<file path="config.mk">
export PLATFORM = sky130hd
export DESIGN_NAME = vga_timing
export DESIGN_NICKNAME = d
export VERILOG_FILES = /design/src/rtl/vga_pkg.sv /design/src/rtl/vga_axis_counter.sv /design/src/rtl/vga_timing.sv
export SDC_FILE = /design/constraint.sdc
export NUM_CORES = 1
export LEC_CHECK = 0
export CAP_MARGIN = 30
export CELL_PAD_IN_SITES_DETAIL_PLACEMENT = 1
export CELL_PAD_IN_SITES_GLOBAL_PLACEMENT = 2
export CORE_MARGIN = 3
export CORE_UTILIZATION = 28
export CTS_BUF_LIST = sky130_fd_sc_hd__clkbuf_16
export CTS_CLUSTER_SIZE = 28
export DETAILED_ROUTE_END_ITERATION = 12
export GPL_ROUTABILITY_DRIVEN = 0
export GPL_TIMING_DRIVEN = 0
export PLACE_DENSITY = 0.9
export SYNTH_ARGS = -nofsm -noshare
export SYNTH_HDL_FRONTEND = slang
export SYNTH_HIERARCHICAL = 1
export SYNTH_SLANG_ARGS = --single-unit
</file>
<file path="constraint.sdc">
create_clock -name clk -period 3 [get_ports clk]
set_input_delay 0.3 -clock clk [delete_from_list [all_inputs] [get_ports clk]]
set_output_delay 0.3 -clock clk [all_outputs]
set_load 0.03 [all_outputs]
</file>
<file path="src/rtl/vga_pkg.sv">
// vga_pkg: shared constants for the VGA timing generator.
// Holds the default 640x480@60 geometry, the derived line/frame totals,
// the coordinate counter width and the frame counter width.
package vga_pkg;

  localparam int DEF_H_VISIBLE = 640;
  localparam int DEF_H_FRONT   = 16;
  localparam int DEF_H_SYNC    = 96;
  localparam int DEF_H_BACK    = 48;

  localparam int DEF_V_VISIBLE = 480;
  localparam int DEF_V_FRONT   = 10;
  localparam int DEF_V_SYNC    = 2;
  localparam int DEF_V_BACK    = 33;

  localparam int H_TOTAL = DEF_H_VISIBLE + DEF_H_FRONT + DEF_H_SYNC + DEF_H_BACK;
  localparam int V_TOTAL = DEF_V_VISIBLE + DEF_V_FRONT + DEF_V_SYNC + DEF_V_BACK;

  localparam int COORD_W     = 10;
  localparam int FRAME_CNT_W = 16;

endpackage

</file>
<file path="src/rtl/vga_axis_counter.sv">
// vga_axis_counter: one axis (horizontal or vertical) of the VGA raster.
// A wrap counter over VISIBLE+FRONT+SYNC+BACK positions that advances when
// en is high, flags the enabled step out of the last position (wrap), and
// decodes the active window and the sync window from the current count.
module vga_axis_counter
  import vga_pkg::*;
#(
  parameter int VISIBLE = DEF_H_VISIBLE,
  parameter int FRONT   = DEF_H_FRONT,
  parameter int SYNC    = DEF_H_SYNC,
  parameter int BACK    = DEF_H_BACK
) (
  input  logic               clk,
  input  logic               rst_n,
  input  logic               en,
  output logic [COORD_W-1:0] count,
  output logic               wrap,
  output logic               active,
  output logic               in_sync
);

  localparam int TOTAL = VISIBLE + FRONT + SYNC + BACK;

  localparam logic [COORD_W-1:0] LAST       = COORD_W'(TOTAL - 1);
  localparam logic [COORD_W-1:0] ACTIVE_END = COORD_W'(VISIBLE);
  localparam logic [COORD_W-1:0] SYNC_FIRST = COORD_W'(VISIBLE + FRONT);
  localparam logic [COORD_W-1:0] SYNC_LAST  = COORD_W'(VISIBLE + FRONT + SYNC - 1);

  logic at_last;

  assign at_last = (count == LAST);
  assign wrap    = en & at_last;
  assign active  = (count < ACTIVE_END);
  assign in_sync = (count >= SYNC_FIRST) && (count <= SYNC_LAST);

  // Step the position on each enabled cycle, returning to 0 after the last one.
  always_ff @(posedge clk) begin
    if (!rst_n) begin
      count <= '0;
    end else if (en) begin
      count <= at_last ? '0 : count + 1'b1;
    end
  end

endmodule

</file>
<file path="src/rtl/vga_timing.sv">
// vga_timing: VGA raster timing generator running at clk/2 pixel rate.
// Produces pixel coordinates, active-video and active-low sync strobes,
// and line/frame start pulses. Define VGA_FRAME_COUNTER_EN to get a live
// 16-bit completed-frame counter; otherwise frameCount is tied to 0.
module vga_timing
  import vga_pkg::*;
#(
  parameter int H_VISIBLE = DEF_H_VISIBLE,
  parameter int H_FRONT   = DEF_H_FRONT,
  parameter int H_SYNC    = DEF_H_SYNC,
  parameter int H_BACK    = DEF_H_BACK,
  parameter int V_VISIBLE = DEF_V_VISIBLE,
  parameter int V_FRONT   = DEF_V_FRONT,
  parameter int V_SYNC    = DEF_V_SYNC,
  parameter int V_BACK    = DEF_V_BACK
) (
  input  logic                   clk,
  input  logic                   rst_n,
  output logic                   pixTick,
  output logic [COORD_W-1:0]     xOrd,
  output logic [COORD_W-1:0]     yOrd,
  output logic                   visible,
  output logic                   hsync,
  output logic                   vsync,
  output logic                   lineStart,
  output logic                   frameStart,
  output logic [FRAME_CNT_W-1:0] frameCount
);

  logic running;
  logic h_wrap;
  logic h_active;
  logic h_in_sync;
  logic v_active;
  logic v_in_sync;
`ifdef VGA_FRAME_COUNTER_EN
  logic                   frame_end;
  logic [FRAME_CNT_W-1:0] frame_count_q;
`else
  logic                   unused_v_wrap;
`endif

  // Pixel-rate strobe toggles every clk; running latches on after reset release.
  always_ff @(posedge clk) begin
    if (!rst_n) begin
      pixTick <= 1'b0;
      running <= 1'b0;
    end else begin
      pixTick <= ~pixTick;
      running <= 1'b1;
    end
  end

  vga_axis_counter #(
    .VISIBLE (H_VISIBLE),
    .FRONT   (H_FRONT),
    .SYNC    (H_SYNC),
    .BACK    (H_BACK)
  ) u_h_axis (
    .clk     (clk),
    .rst_n   (rst_n),
    .en      (pixTick),
    .count   (xOrd),
    .wrap    (h_wrap),
    .active  (h_active),
    .in_sync (h_in_sync)
  );

  vga_axis_counter #(
    .VISIBLE (V_VISIBLE),
    .FRONT   (V_FRONT),
    .SYNC    (V_SYNC),
    .BACK    (V_BACK)
  ) u_v_axis (
    .clk     (clk),
    .rst_n   (rst_n),
    .en      (h_wrap),
    .count   (yOrd),
`ifdef VGA_FRAME_COUNTER_EN
    .wrap    (frame_end),
`else
    .wrap    (unused_v_wrap),
`endif
    .active  (v_active),
    .in_sync (v_in_sync)
  );

  assign visible    = running & h_active & v_active;
  assign hsync      = ~(running & h_in_sync);
  assign vsync      = ~(running & v_in_sync);
  assign lineStart  = running & pixTick & (xOrd == '0);
  assign frameStart = lineStart & (yOrd == '0);

`ifdef VGA_FRAME_COUNTER_EN
  // Count frames completed, bumping on the pixel step out of the last raster position.
  always_ff @(posedge clk) begin
    if (!rst_n) begin
      frame_count_q <= '0;
    end else if (frame_end) begin
      frame_count_q <= frame_count_q + 1'b1;
    end
  end

  assign frameCount = frame_count_q;
`else
  assign frameCount = '0;
`endif

endmodule

</file>
Word level (Yosys, flattened, before mapping)
Index checks and enable logic that the tools add are counted.

Memories: 0. RAM bits: 0. Output and inout port bits: 42. Bits in read-only memories: 0. Flip-flop bits (word level): 22. Latch bits: 0.

$add $sub $neg: 2. Bitwise operators: 11. Multiply operators: 0. Shift-type cells: 0. Divide/modulo/power cells: 0. Equality and inequality tests: 2. Magnitude comparators: 6. Mux-type cells: 3. Reductions and logical operators: 4.

Operators by type and width (count): 10-bit by 1-bit adder with 10-bit output (second input constant) (2); 10-bit equality test (second input constant) (2); 10-bit logical NOT (2); 10-bit two-way mux (2); 10-bit >= comparator (second input constant) (1); 10-bit by 9-bit >= comparator with 1-bit output (second input constant) (1); 10-bit <= comparator (second input constant) (1); 10-bit by 9-bit <= comparator with 1-bit output (second input constant) (1); 10-bit < comparator (second input constant) (1); 10-bit by 9-bit < comparator with 1-bit output (second input constant) (1); 1-bit bitwise AND (8); 1-bit inverter (3); 1-bit logical AND (2); 1-bit two-way mux (1).

Longest topological paths before layout
Depth after elaboration: 4. Depth in mapped cells: 8. Mapped depth without buffers: 7.

Hierarchy
The synthesis kept the hierarchy.

By module, submodules not included: vga_axis_counter at u_v_axis (times used 1, area each 543.0 um2, sequential area each 200.2 um2, cells an instance 57); vga_axis_counter at u_h_axis (times used 1, area each 535.5 um2, sequential area each 200.2 um2, cells an instance 58); vga_timing (times used 1, area each 246.5 um2, sequential area each 40.0 um2, cells an instance 31).

Worst setup path after synthesis
No wires, ideal clock.

Path kind: reg2reg. From: register u_h_axis.count[0]. To: register u_v_axis.count[0]. Setup slack: 0.778 ns. Arrival: 2.091 ns. Stages on the path, launching flop included: 9. Path buffers: 1. Clock period less this slack: 2.222 ns. Setup time: 0.131 ns. Path through: dfxtp_1 ha_1 and3_1 nand3_2 nor2_1 buf_2 nand3_1 o31ai_4 nor2_1.

Cells in the longest elaborated chain, start to end: 2.

Ends and longest elaborated chain: from (decl) (RTL line vga_axis_counter.sv:16) `output logic [COORD_W-1:0] count,`; from (signal assigned) (RTL line vga_axis_counter.sv:41) `count <= at_last ? '0 : count + 1'b1;`; 10-bit equality test (RTL line vga_axis_counter.sv:31) `assign at_last = (count == LAST);`; 1-bit bitwise AND (RTL line vga_axis_counter.sv:32) `assign wrap = en & at_last;`; via h_wrap (RTL line vga_timing.sv:31) `logic h_wrap;`; to (signal assigned) (RTL line vga_axis_counter.sv:41); to (decl) (RTL line vga_axis_counter.sv:16).

The timed path passes the listed nets, and every way through them passes these cells. A chain may end at the register's enable or synchronous reset.

Worst setup path after layout
From: register pixTick. To: output frameStart.

Cells in the longest elaborated chain, start to end: 3.

Ends and longest elaborated chain: from (decl) (RTL line vga_timing.sv:19) `output logic pixTick,`; from (signal assigned) (RTL line vga_timing.sv:49) `pixTick <= ~pixTick;`; 1-bit bitwise AND (2 in a row) (RTL line vga_timing.sv:91) `assign lineStart = running & pixTick & (xOrd == '0);`; 1-bit bitwise AND (RTL line vga_timing.sv:92) `assign frameStart = lineStart & (yOrd == '0);`; to (decl) (RTL line vga_timing.sv:26) `output logic frameStart,`.

No other way between the ends.

==> results.cfg <==
[sta]
final.setup.worst_slack_ns = 0.499
clock.fmax_mhz = 400
finalCritPeriodShare_pct = 83.4
tns_ns = 0
rsz0062_at_grt = false
finalSetupViolations = 0
hold_viol_final = 0
period_needed_ns = 2.50
slew_violations = 0
final.setup_skew_ns = 0.00635

[layout]
finalNonFillerCells = 243
nFillCells = 526
multiInputGateArea_um2 = 787
finalNetCount = 198
seqCellArea_um2 = 440
antenna-diode-count = 0
drive_above_1_share_pct = 19.9
syn2layout_area_growth_pct = 37.6

[clocking]
cts_setup_buffers = 0
cts_resized = 0
cts_buffer_depth = 2
clock_latency_ns = 0.26
h-tree-depth = 1
clk_pin_slew_ns = 0.06
root_buffer = clkbuf_16
holdBufCountCts = 0
tritoncts = built
cts-buffers-inserted = 3
cts.sinks = 22

[route]
postRouteAntennaNets = 0
wirelength_mm = 3.11
wl_per_cell_um = 12.8
first_pass_iters = 4
drc = 0
routed_via_density = 4.70
drt_iter0_markers = 26
vias = 1141

[status]
status = finished clean

[floorplanning]
initial_core_util_pct = 29.7
die_w_um = 74.7
die_area_mm2 = 0.00557
io_pins = 44
dieHeight_um = 74.7
rows = 24
coreArea_mm2 = 0.00444

[worst_setup_path]
critPathArrivalTime_ns = 2.20
cp.required_ns = 2.70
worstReg2RegStart = u_h_axis/count[0]
start_kind = flop
cp-startpoint = pixTick
critPathKind = flop to output port
critical_path.max_fanout = 9
critPathCaptureType = output port

[run]
maxCapViolations = 0

[placed_design]
place_hpwl_mm = 2.36
numPortBuffers = 27
dp_slack_ns = 0.735
placedCellCount = 239

[worst_hold_path]
hp-start = u_v_axis/count[8]
hold_path_class = flop to flop

[synth]
synth_cells = 145
netlist_area_mm2 = 0.00132
postSynthAreaPerCell_um2 = 9.10
yosys_warnings = 6

[power]
power_leakage_nw = 0.712
power.total_mw = 0.764
vdd_drop_max_mv = 0.197
power_density_mw_per_mm2 = 420

[global_route]
antenna_found_initial = 0
grt_max_degree = 14
gr-total-overflow = 0
grt_pass1_vias = 1132
grt_pass1_wl_mm = 5.22
grt.total_usage_pct = 12.1
## area by class of cell
cell class	count	area share (%)
buffer	18	7.16
clock buffer	3	4.13
clock inverter	1	1.65
inverter	5	1.03
multi-input combinational	115	43.3
sequential	22	24.2
tap	52	3.58
timing repair buffer	27	14.9
## state kept, by name, indices dropped and copies added, names as in the netlist
signal,cells
u_v_axis/count,10
pixTick,1
u_h_axis/count,10
running,1
## where the power goes
part / switching, mW / internal [mW] / total (mW)
logic: 0.0533 / 0.0327 / 0.0861
clock network: 0.108 / 0.265 / 0.373
registers: 0.00807 / 0.296 / 0.304
## critical path, cell delays in order (launching register included)
cell	delay, ns
dfxtp_1	0.52
nor4bb_1	0.31
and3_1	0.27
and3_1	0.17
clkdlybuf4s50_1	0.66
## layout by cell type (no fill, tap or decap), types with 2 or more instances in the layout
| cell | instances |
|---|---|
| nor2b_1 | 2 |
| nor3_1 | 3 |
| clkbuf_16 | 3 |
| clkdlybuf4s50_1 | 27 |
| mux2i_1 | 2 |
| and2_1 | 3 |
| nand4_2 | 2 |
| nor4_1 | 3 |
| xor2_1 | 4 |
| or4_4 | 2 |
| a21oi_1 | 3 |
| o21ai_0 | 4 |
| and3_1 | 4 |
| buf_4 | 16 |
| dfxtp_1 | 22 |
| ha_1 | 4 |
| nand2_1 | 9 |
| nand4_1 | 5 |
| nand3_1 | 4 |
| o31ai_1 | 2 |
| or3_1 | 3 |
| nor2_1 | 13 |
| conb_1 | 16 |
| nor3_2 | 2 |
| inv_1 | 5 |
| xnor2_1 | 9 |
## through the flow
stage | hold slack, ns | area [um2] | utilization [%]
floorplan | 0.328 | 1380 | -
global placement | 0.534 | 1710 | 38.5
detailed placement | 0.546 | 1710 | 38.5
CTS | 0.557 | 1820 | 40.9
global route | 0.608 | 1820 | 40.9
finish | 0.560 | 1820 | 40.9
## final timing paths
kind	to	slack (ns)	cells after the start
hold reg to reg	u_v_axis/count[8]	0.56	2
setup / recovery	frameStart	0.50	4
setup reg to reg	u_v_axis/count[1]	0.77	8
hold / removal	u_v_axis/count[8]	0.56	2
## layer usage
metal  share of wire, %  GRT usage [%]  wire, um  vias up
met3                4.3           2.27       134        2
li1                   -              -         -      569
met1                 49           16.7      1520      539
met4               0.74           2.96        23        0
met5                  0              0         0        -
met2                 46           19.5      1430       31
Note: power is estimated with default switching activity, not from simulation.
